`config.mk`:
```
export PLATFORM = sky130hd
export DESIGN_NAME = aux_run_ctrl_flat
export DESIGN_NICKNAME = d
export VERILOG_FILES = /design/src/rtl/aux_run_pkg.sv /design/src/rtl/aux_run_ctrl_if.sv /design/src/rtl/aux_debounce.sv /design/src/rtl/aux_run_ctrl.sv /design/src/flat_wrapper.sv
export SDC_FILE = /design/constraint.sdc
export NUM_CORES = 1
export LEC_CHECK = 0
export CELL_PAD_IN_SITES_DETAIL_PLACEMENT = 1
export CELL_PAD_IN_SITES_GLOBAL_PLACEMENT = 2
export CORE_MARGIN = 10
export CORE_UTILIZATION = 29
export CTS_BUF_LIST = sky130_fd_sc_hd__clkbuf_2
export CTS_CLUSTER_SIZE = 30
export DETAILED_ROUTE_END_ITERATION = 7
export MAX_ROUTING_LAYER = met4
export PLACE_DENSITY = 0.91
export SYNTH_ARGS = -nofsm -noshare
export SYNTH_HDL_FRONTEND = slang
export SYNTH_HIERARCHICAL = 1
export SYNTH_SLANG_ARGS = --single-unit
```
`constraint.sdc`:
```
create_clock -name clk -period 5.35 [get_ports clk]
set_input_delay 0.8025 -clock clk [delete_from_list [all_inputs] [get_ports clk]]
set_output_delay 0.8025 -clock clk [all_outputs]
set_load 0.02 [all_outputs]
```
`src/rtl/aux_run_pkg.sv`:
```
// Shared encodings for the run/step/breakpoint controller.
// State and stop-cause values are visible on the status outputs and read by the display mux.
package aux_run_pkg;

  localparam int unsigned StW = 2;
  localparam int unsigned CsW = 2;

  typedef enum logic [StW-1:0] {
    ST_HALT = 2'd0,
    ST_RUN  = 2'd1,
    ST_STEP = 2'd2
  } run_state_e;

  typedef enum logic [CsW-1:0] {
    CS_NONE    = 2'd0,
    CS_SYSCALL = 2'd1,
    CS_BREAK   = 2'd2,
    CS_BUDGET  = 2'd3
  } stop_cause_e;

  // Packed status word as seen by the display mux
  typedef struct packed {
    logic [StW-1:0] state;
    logic [CsW-1:0] cause;
  } run_status_t;

endpackage

```
`src/rtl/aux_run_ctrl_if.sv`:
```
// Core-side bundle of the run controller: enable out, halt/PC in, status out.
// The controller takes the master modport; the core and the display take the slave modport.
interface aux_run_ctrl_if #(
  parameter int unsigned PcBit = 32
);

  logic                        en;
  logic                        core_halt;
  logic [PcBit-1:0]            core_pc;
  logic [aux_run_pkg::StW-1:0] state;
  logic [aux_run_pkg::CsW-1:0] cause;

  modport master (
    output en,
    output state,
    output cause,
    input  core_halt,
    input  core_pc
  );

  modport slave (
    input  en,
    input  state,
    input  cause,
    output core_halt,
    output core_pc
  );

endinterface

```
`src/rtl/aux_debounce.sv`:
```
// Button conditioner: 2-FF synchronizer, level filter, single-cycle press pulse.
// The pulse lands DebounceCnt+2 edges after the first edge that samples the pressed level.
module aux_debounce #(
  parameter int unsigned DebounceCnt = 4
) (
  input  logic clk,
  input  logic rst_n,
  input  logic btn_raw,
  output logic pulse
);

  localparam int unsigned CntW = (DebounceCnt < 2) ? 1 : $clog2(DebounceCnt);

  logic            sync1_q;
  logic            sync2_q;
  logic            level_q, level_d;
  logic            prev_q;
  logic            pulse_q, pulse_d;
  logic [CntW-1:0] cnt_q, cnt_d;

  // Accept a new level only after it has differed for DebounceCnt cycles in a row
  always_comb begin
    level_d = level_q;
    cnt_d   = '0;
    pulse_d = level_q & ~prev_q;
    if (sync2_q != level_q) begin
      if (cnt_q == CntW'(DebounceCnt - 1)) begin
        level_d = sync2_q;
      end else begin
        cnt_d = cnt_q + CntW'(1);
      end
    end
  end

  always_ff @(posedge clk or negedge rst_n) begin
    if (!rst_n) begin
      sync1_q <= 1'b0;
      sync2_q <= 1'b0;
      level_q <= 1'b0;
      prev_q  <= 1'b0;
      pulse_q <= 1'b0;
      cnt_q   <= '0;
    end else begin
      sync1_q <= btn_raw;
      sync2_q <= sync1_q;
      level_q <= level_d;
      prev_q  <= level_q;
      pulse_q <= pulse_d;
      cnt_q   <= cnt_d;
    end
  end

  assign pulse = pulse_q;

endmodule

```
`src/rtl/aux_run_ctrl.sv`:
```
// Run/step/breakpoint controller gating the core enable in the core clock domain.
// Handles debounced resume/step buttons, a one-shot-rearming PC breakpoint and an instruction budget.
module aux_run_ctrl
  import aux_run_pkg::*;
#(
  parameter int unsigned DebounceCnt = 4,
  parameter int unsigned PcBit       = 32,
  parameter int unsigned BudgetBit   = 16
) (
  input  logic                 clk,
  input  logic                 rst_n,
  input  logic                 btn_resume,
  input  logic                 btn_step,
  input  logic                 run_mode,
  input  logic                 bp_en,
  input  logic [PcBit-1:0]     bp_addr,
  input  logic [BudgetBit-1:0] budget,
  aux_run_ctrl_if.master       core
);

  run_state_e           state_q, state_d;
  stop_cause_e          cause_q, cause_d;
  logic [BudgetBit-1:0] cnt_q, cnt_d;
  logic                 bp_armed_q, bp_armed_d;
  logic                 resume_pulse;
  logic                 step_pulse;
  logic                 bp_hit_c;
  logic                 en_c;
  run_status_t          status;

  aux_debounce #(.DebounceCnt(DebounceCnt)) u_resume (
    .clk     (clk),
    .rst_n   (rst_n),
    .btn_raw (btn_resume),
    .pulse   (resume_pulse)
  );

  aux_debounce #(.DebounceCnt(DebounceCnt)) u_step (
    .clk     (clk),
    .rst_n   (rst_n),
    .btn_raw (btn_step),
    .pulse   (step_pulse)
  );

  // Disarmed on resume so the instruction sitting at bp_addr can execute once
  assign bp_hit_c = bp_en & bp_armed_q & (core.core_pc == bp_addr);

  always_comb begin
    state_d    = state_q;
    cause_d    = cause_q;
    cnt_d      = cnt_q;
    bp_armed_d = bp_armed_q;
    en_c       = 1'b0;
    case (state_q)
      ST_HALT: begin
        if (resume_pulse & run_mode) begin
          state_d    = ST_RUN;
          cnt_d      = budget;
          bp_armed_d = 1'b0;
          cause_d    = CS_NONE;
        end else if (step_pulse | resume_pulse) begin
          state_d    = ST_STEP;
          bp_armed_d = 1'b0;
          cause_d    = CS_NONE;
        end
      end
      ST_STEP: begin
        en_c       = 1'b1;
        state_d    = ST_HALT;
        bp_armed_d = 1'b1;
        cause_d    = core.core_halt ? CS_SYSCALL : CS_NONE;
      end
      ST_RUN: begin
        if (bp_hit_c) begin
          state_d = ST_HALT;
          cause_d = CS_BREAK;
        end else begin
          en_c       = 1'b1;
          bp_armed_d = 1'b1;
          // A zero count means unlimited, so it is never decremented
          if (cnt_q != '0) begin
            cnt_d = cnt_q - BudgetBit'(1);
          end
          if (core.core_halt) begin
            state_d = ST_HALT;
            cause_d = CS_SYSCALL;
          end else if (cnt_q == BudgetBit'(1)) begin
            state_d = ST_HALT;
            cause_d = CS_BUDGET;
          end else if (!run_mode) begin
            state_d = ST_HALT;
            cause_d = CS_NONE;
          end
        end
      end
      default: begin
        state_d = ST_HALT;
      end
    endcase
  end

  always_ff @(posedge clk or negedge rst_n) begin
    if (!rst_n) begin
      state_q    <= ST_HALT;
      cause_q    <= CS_NONE;
      cnt_q      <= '0;
      bp_armed_q <= 1'b1;
    end else begin
      state_q    <= state_d;
      cause_q    <= cause_d;
      cnt_q      <= cnt_d;
      bp_armed_q <= bp_armed_d;
    end
  end

  assign status.state = state_q;
  assign status.cause = cause_q;

  assign core.en    = en_c;
  assign core.state = status.state;
  assign core.cause = status.cause;

endmodule

```
`src/flat_wrapper.sv`:
```
// flat-port wrapper written by rule: the top's interface ports become plain ports
module aux_run_ctrl_flat import aux_run_pkg::*;
#(
  parameter int unsigned DebounceCnt = 4,
  parameter int unsigned PcBit       = 32,
  parameter int unsigned BudgetBit   = 16
)
  (clk, rst_n, btn_resume, btn_step, run_mode, bp_en, bp_addr, budget, core_en, core_state, core_cause, core_core_halt, core_core_pc);
  aux_run_ctrl_if #(.PcBit(PcBit)) core_i ();
  input  logic clk;
  input  logic rst_n;
  input  logic btn_resume;
  input  logic btn_step;
  input  logic run_mode;
  input  logic bp_en;
  input  logic [PcBit-1:0] bp_addr;
  input  logic [BudgetBit-1:0] budget;
  output wire logic [$bits(core_i.en)-1:0] core_en;
  output wire logic [$bits(core_i.state)-1:0] core_state;
  output wire logic [$bits(core_i.cause)-1:0] core_cause;
  input wire logic [$bits(core_i.core_halt)-1:0] core_core_halt;
  input wire logic [$bits(core_i.core_pc)-1:0] core_core_pc;
  assign core_en = core_i.en;
  assign core_state = core_i.state;
  assign core_cause = core_i.cause;
  assign core_i.core_halt = core_core_halt;
  assign core_i.core_pc = core_core_pc;
  aux_run_ctrl #(.DebounceCnt(DebounceCnt), .PcBit(PcBit), .BudgetBit(BudgetBit)) u_core (.clk(clk), .rst_n(rst_n), .btn_resume(btn_resume), .btn_step(btn_step), .run_mode(run_mode), .bp_en(bp_en), .bp_addr(bp_addr), .budget(budget), .core(core_i));
endmodule
```
; After elaboration in Yosys (flattened, before gate mapping)
; Cells that the tools add are included.
[totals]
mem_bits_ro = 0
in_bits = 87
output_inout_bits = 5
mem_count = 0
ff_bits = 35
ram_bits = 0
latch_bits = 0
[classes]
n_mul = 0
n_shift = 0
mux = 28
bitwise_logic = 8
add_sub_neg = 3
n_reduce_logical = 10
div = 0
n_eq_ne = 13
order_cmp = 0
[ops]
columns = cell, count
row1 = $mux W16, 3
row2 = $eq A32 B32 Y1, 1
row3 = $pmux W16 S2, 1
row4 = $mux W2, 15
row5 = $eq A16 B1 Y1 const B, 1
row6 = $reduce_bool A16 Y1, 1
row7 = $sub A16 B1 Y16 const B, 1
row8 = $eq A2 B2 Y1 const B, 3
row9 = $pmux W2 S3, 1
row10 = $reduce_and A2 Y1, 3
row11 = $reduce_and A3 Y1, 2
row12 = $and A1 B1 Y1, 5
row13 = $mux W1, 5
row14 = $ne A5 B3 Y1 const B, 1
row15 = $add A2 B1 Y2 const B, 2
row16 = $ne A2 B1 Y1 const B, 2
row17 = $pmux W2 S2, 1
row18 = $reduce_and A4 Y1, 1
row19 = $ne A3 B1 Y1 const B, 1
row20 = $pmux W1 S3, 1
row21 = $reduce_bool A3 Y1, 1
row22 = $eq A2 B1 Y1 const B, 1
row23 = $logic_not A2 Y1, 1
row24 = $ne A1 B1 Y1, 2
row25 = 5 further kinds, 6

; Depth between registers and ports, before layout
[depth]
ltp_word = 5
ltp_mapped = 10
ltp_nobuf = 8

; By module
; Netlist, hierarchy kept.
[by_module_without_submodules]
columns = mod, area_per_inst_um2, cells_per_inst, instances, seq_area_each_um2
row1 = aux_run_ctrl, 2193.4, 263, 1, 526.8
row2 = aux_debounce, 230.2, 13, 2, 175.2

; Worst setup path before layout
; No wires, ideal clock.
[synth_path]
path_type = input-to-output
start = input port core_core_pc[7]
end = output port core_en
cell_stages = 6
path_buffers = 0
slack_ns = 2.512
arrival_time_ns = 2.036
t_required_ns = 4.548
cell_sequence = nand2b_1 > nor4b_1 > and4b_1 > nand4_1 > nand2_1 > a21boi_0
[synth_via]
elab_chain_len = 4
[synth_rtl]
columns = element, line
row1 = from (decl), flat_wrapper.sv:22  ; input wire logic [$bits(core_i.core_pc)-1:0] core_core_pc;
row2 = $eq A32 B32 Y1, aux_run_ctrl.sv:46  ; assign bp_hit_c = bp_en & bp_armed_q & (core.core_pc == bp_addr);
row3 = $and A1 B1 Y1, aux_run_ctrl.sv:46
row4 = $mux W1, aux_run_ctrl.sv:74  ; if (bp_hit_c) begin
row5 = $pmux W1 S2, aux_run_ctrl.sv:54  ; case (state_q)
row6 = to (decl), flat_wrapper.sv:18  ; output wire logic [$bits(core_i.en)-1:0] core_en;
; Every way passes these cells.

; Worst setup path after layout
[layout_path]
start = input port core_core_pc[15]
end = output port core_en
; The elaborated chain is that of the path after synthesis.

==> flow_summary.json <==
{
  "outcome": "completed",
  "cts.sinks": 35,
  "rsz0062_at_grt": "no",
  "worstPathArrival_ps": 3210,
  "synthTopCellsByArea": "dfrtp_1, xnor2_1, ha_1",
  "multi_input_area_um2": 1660,
  "critPathTopFamily": "simple AND/OR/NAND/NOR gates",
  "critPathMaxStageDelay_ps": 550,
  "tns_ps": 0,
  "firstDrtPassIters": 4,
  "yosysWarnings": 6,
  "die_w_um": 116,
  "r2r_end": "u_core/cnt_q[10]$_DFFE_PN0P_",
  "grt_pass1_wl_um": 15000,
  "ys_types": 64,
  "end_kind": "primary output",
  "port-buffer-count": 91,
  "path_clk_slew_ps": 210,
  "postRouteAntennaNets": 0,
  "final_cell_count_no_fill": 489,
  "grt_pass1_vias": 2954,
  "antennaDiodeCount": 0,
  "post-route-min-period_ps": 4010,
  "regArea_um2": 877,
  "max_freq_mhz": 249,
  "cts_buffers": 5,
  "antenna_found_initial": 0,
  "tightest_slew_ps": 871,
  "peakVddDrop_mv": 0.206,
  "synth-main-ff-cell": "dfrtp_1",
  "worstReg2RegStart": "u_core/core.state[0]$_DFFE_PN0P_",
  "place.gp.congestion": 0.819,
  "htreeDepth": 2,
  "worst_setup_path_start_kind": "input pin",
  "crit_top_cell": "clkdlybuf4s50_1",
  "worstHoldPathCells": 0,
  "wire_per_inst_um": 19.2,
  "crit_path_cell_trace": "clkdlybuf4s50_1 -> nand2b_1 -> nand3_1 -> nor4b_1 -> nand4_1 -> nand2_1 -> a21boi_0 -> clkdlybuf4s50_1",
  "slew_headroom": 0.419,
  "syn2layout_area_growth_pct": 40.3,
  "tritoncts": "built",
  "p_leak_nw": 1.40,
  "async_reset_ff_frac": 1.00,
  "reg2regPathDepth": 7,
  "drc": 0,
  "io_pins": 92,
  "critical_path_class": "input pin to primary output",
  "finalSetupViolCount": 0,
  "finalHoldViolations": 0,
  "finalWirelength_um": 9400,
  "max_cap_violations": 0,
  "rows": 34,
  "synth.avg_cell_area_um2": 9.18,
  "final_common_cell": "clkdlybuf4s50_1",
  "synth_nets": 385,
  "fin_worst_skew_ps": 15.1,
  "synth_top_area_frac": 0.321,
  "core_area_um2": 8810,
  "whs_endpoint": "u_core/u_resume/sync2_q$_DFF_PN0_",
  "vias": 2676,
  "power_w": 0.00146,
  "cts-resized-gates": 0,
  "synth_top_cell_by_area": "dfrtp_1",
  "r2r_slack_ps": 2180,
  "utilization": 0.423,
  "powerDensity_nw_per_um2": 391,
  "grt_usage": 0.143,
  "clock_path_buffers": 2,
  "dieArea_um2": 13400,
  "finalMaxSlewViolations": 0,
  "hp-start": "u_core/u_resume/sync1_q$_DFF_PN0_",
  "cts_setup_buffers": 0,
  "syn_inst": 289,
  "cts-root-buf": "clkbuf_2",
  "drtIter0Drc": 123,
  "slowest_stage": "clkdlybuf4s50_1",
  "vias_per_cell": 5.47,
  "hold_path.class": "flop to flop",
  "drive_gt1_frac": 0.0709,
  "synth_edf_count": 0,
  "ctsHoldBuffers": 0,
  "synth_area_um2": 2650,
  "cp.buffers_inverters": 2,
  "grt_overflow": 0,
  "whs_ps": 381,
  "dp_hpwl_um": 7540,
  "grt_max_degree": 37,
  "die_y_um": 116,
  "final_cell_mix": "clkdlybuf4s50_1, dfrtp_1, xnor2_1",
  "nets": 476,
  "start_util": 0.301,
  "ys_seq_elements": 35,
  "fillers": 1031,
  "worstSkewPairLatency_ps": 400,
  "yosysSeqAreaShare": 0.331,
  "cp.required_ps": 4550,
  "dp_cells": 481,
  "fin_crit_sh": 0.749,
  "worst-path-max-fanout": 5
}
-- how the worst max path moves through the flow --
stage,cells after the start,from,to,slack [ps]
after CTS,8,core_core_pc[5],core_en,1340
after floorplan,6,core_core_pc[7],core_en,2510
after global routing,8,core_core_pc[15],core_en,1180
final,8,core_core_pc[15],core_en,1340
after global placement,8,bp_addr[15],core_en,1360
after detailed placement,8,bp_addr[15],core_en,1360
-- metal layers --
layer	track usage	up-vias	wire length [µm]
met5	-	-	0
met4	0.0292	0	90
met3	0.0357	8	734
met2	0.242	89	4460
met1	0.167	1296	4110
li1	-	1283	-
-- sequential cells by signal, indices dropped and copies added (netlist names) --
register	cells
u_core/u_resume/level_q	1
u_core/core.state	2
u_core/u_resume/prev_q	1
u_core/u_step/level_q	1
u_core/core.cause	2
u_core/u_resume/pulse	1
u_core/u_resume/sync1_q	1
u_core/u_step/sync2_q	1
u_core/bp_armed_q	1
u_core/u_step/cnt_q	2
u_core/u_step/pulse	1
u_core/u_step/prev_q	1
u_core/cnt_q	16
u_core/u_step/sync1_q	1
u_core/u_resume/cnt_q	2
u_core/u_resume/sync2_q	1
-- power breakdown --
part           internal, W  total (W)  switching (W)
Clock            0.0000817   0.000184       0.000102
Combinational     0.000358   0.000787       0.000429
Sequential        0.000370   0.000486       0.000116
-- final cells by class --
| type | instances | share of cell area |
|---|---|---|
| multi-input cells | 232 | 0.446 |
| repair buffers | 94 | 0.251 |
| flip-flops and latches | 35 | 0.236 |
| well taps | 108 | 0.0363 |
| clock inverters | 3 | 0.0128 |
| inverters | 12 | 0.0121 |
| clock buffers | 5 | 0.00672 |
-- cell families (layout without fill, tap and decap cells) --
family	after synthesis	count (layout)	synth area share
and+or+nand+nor	138	138	0.325
AOI/OAI and AO/OA	57	57	0.162
DFF	35	35	0.331
xor gates and xnor gates	23	23	0.0759
buffers and inverters	22	114	0.0438
adders and majority gates	9	9	0.0424
muxes	5	5	0.0203
-- cells in the mapped netlist, types with 2 or more instances --
| cell | n |
|---|---|
| nand4b_1 | 3 |
| a21o_1 | 2 |
| a221oi_1 | 3 |
| o221ai_1 | 2 |
| nor3_2 | 3 |
| nor4b_1 | 4 |
| clkbuf_1 | 5 |
| nand2_1 | 18 |
| o21ai_1 | 2 |
| xor2_1 | 4 |
| mux2i_1 | 2 |
| o211ai_1 | 8 |
| a21bo_2 | 2 |
| dfrtp_1 | 34 |
| o311ai_1 | 2 |
| a22oi_1 | 4 |
| a2bb2oi_1 | 5 |
| nor2_1 | 13 |
| or2_2 | 2 |
| a21oi_1 | 8 |
| nor3b_1 | 4 |
| nand2b_1 | 14 |
| or3_1 | 6 |
| nand3b_1 | 2 |
| xnor2_1 | 19 |
| or4_1 | 5 |
| nand4_1 | 11 |
| a31oi_1 | 3 |
| inv_1 | 10 |
| nor3_1 | 10 |
| ha_1 | 9 |
| nor4_1 | 8 |
| or4_4 | 2 |
| mux2_1 | 2 |
| nor2b_1 | 14 |
| buf_6 | 4 |
| nand3_1 | 12 |
| o21ai_0 | 2 |
-- through the flow --
step	cell area, µm²	setup WS, ps
detailed placement	3650	1360
finish	3720	1340
CTS	3720	1340
floorplan	2650	2510
global route	3720	1180
global placement	3650	1360
(Power assumes the default switching activity.)
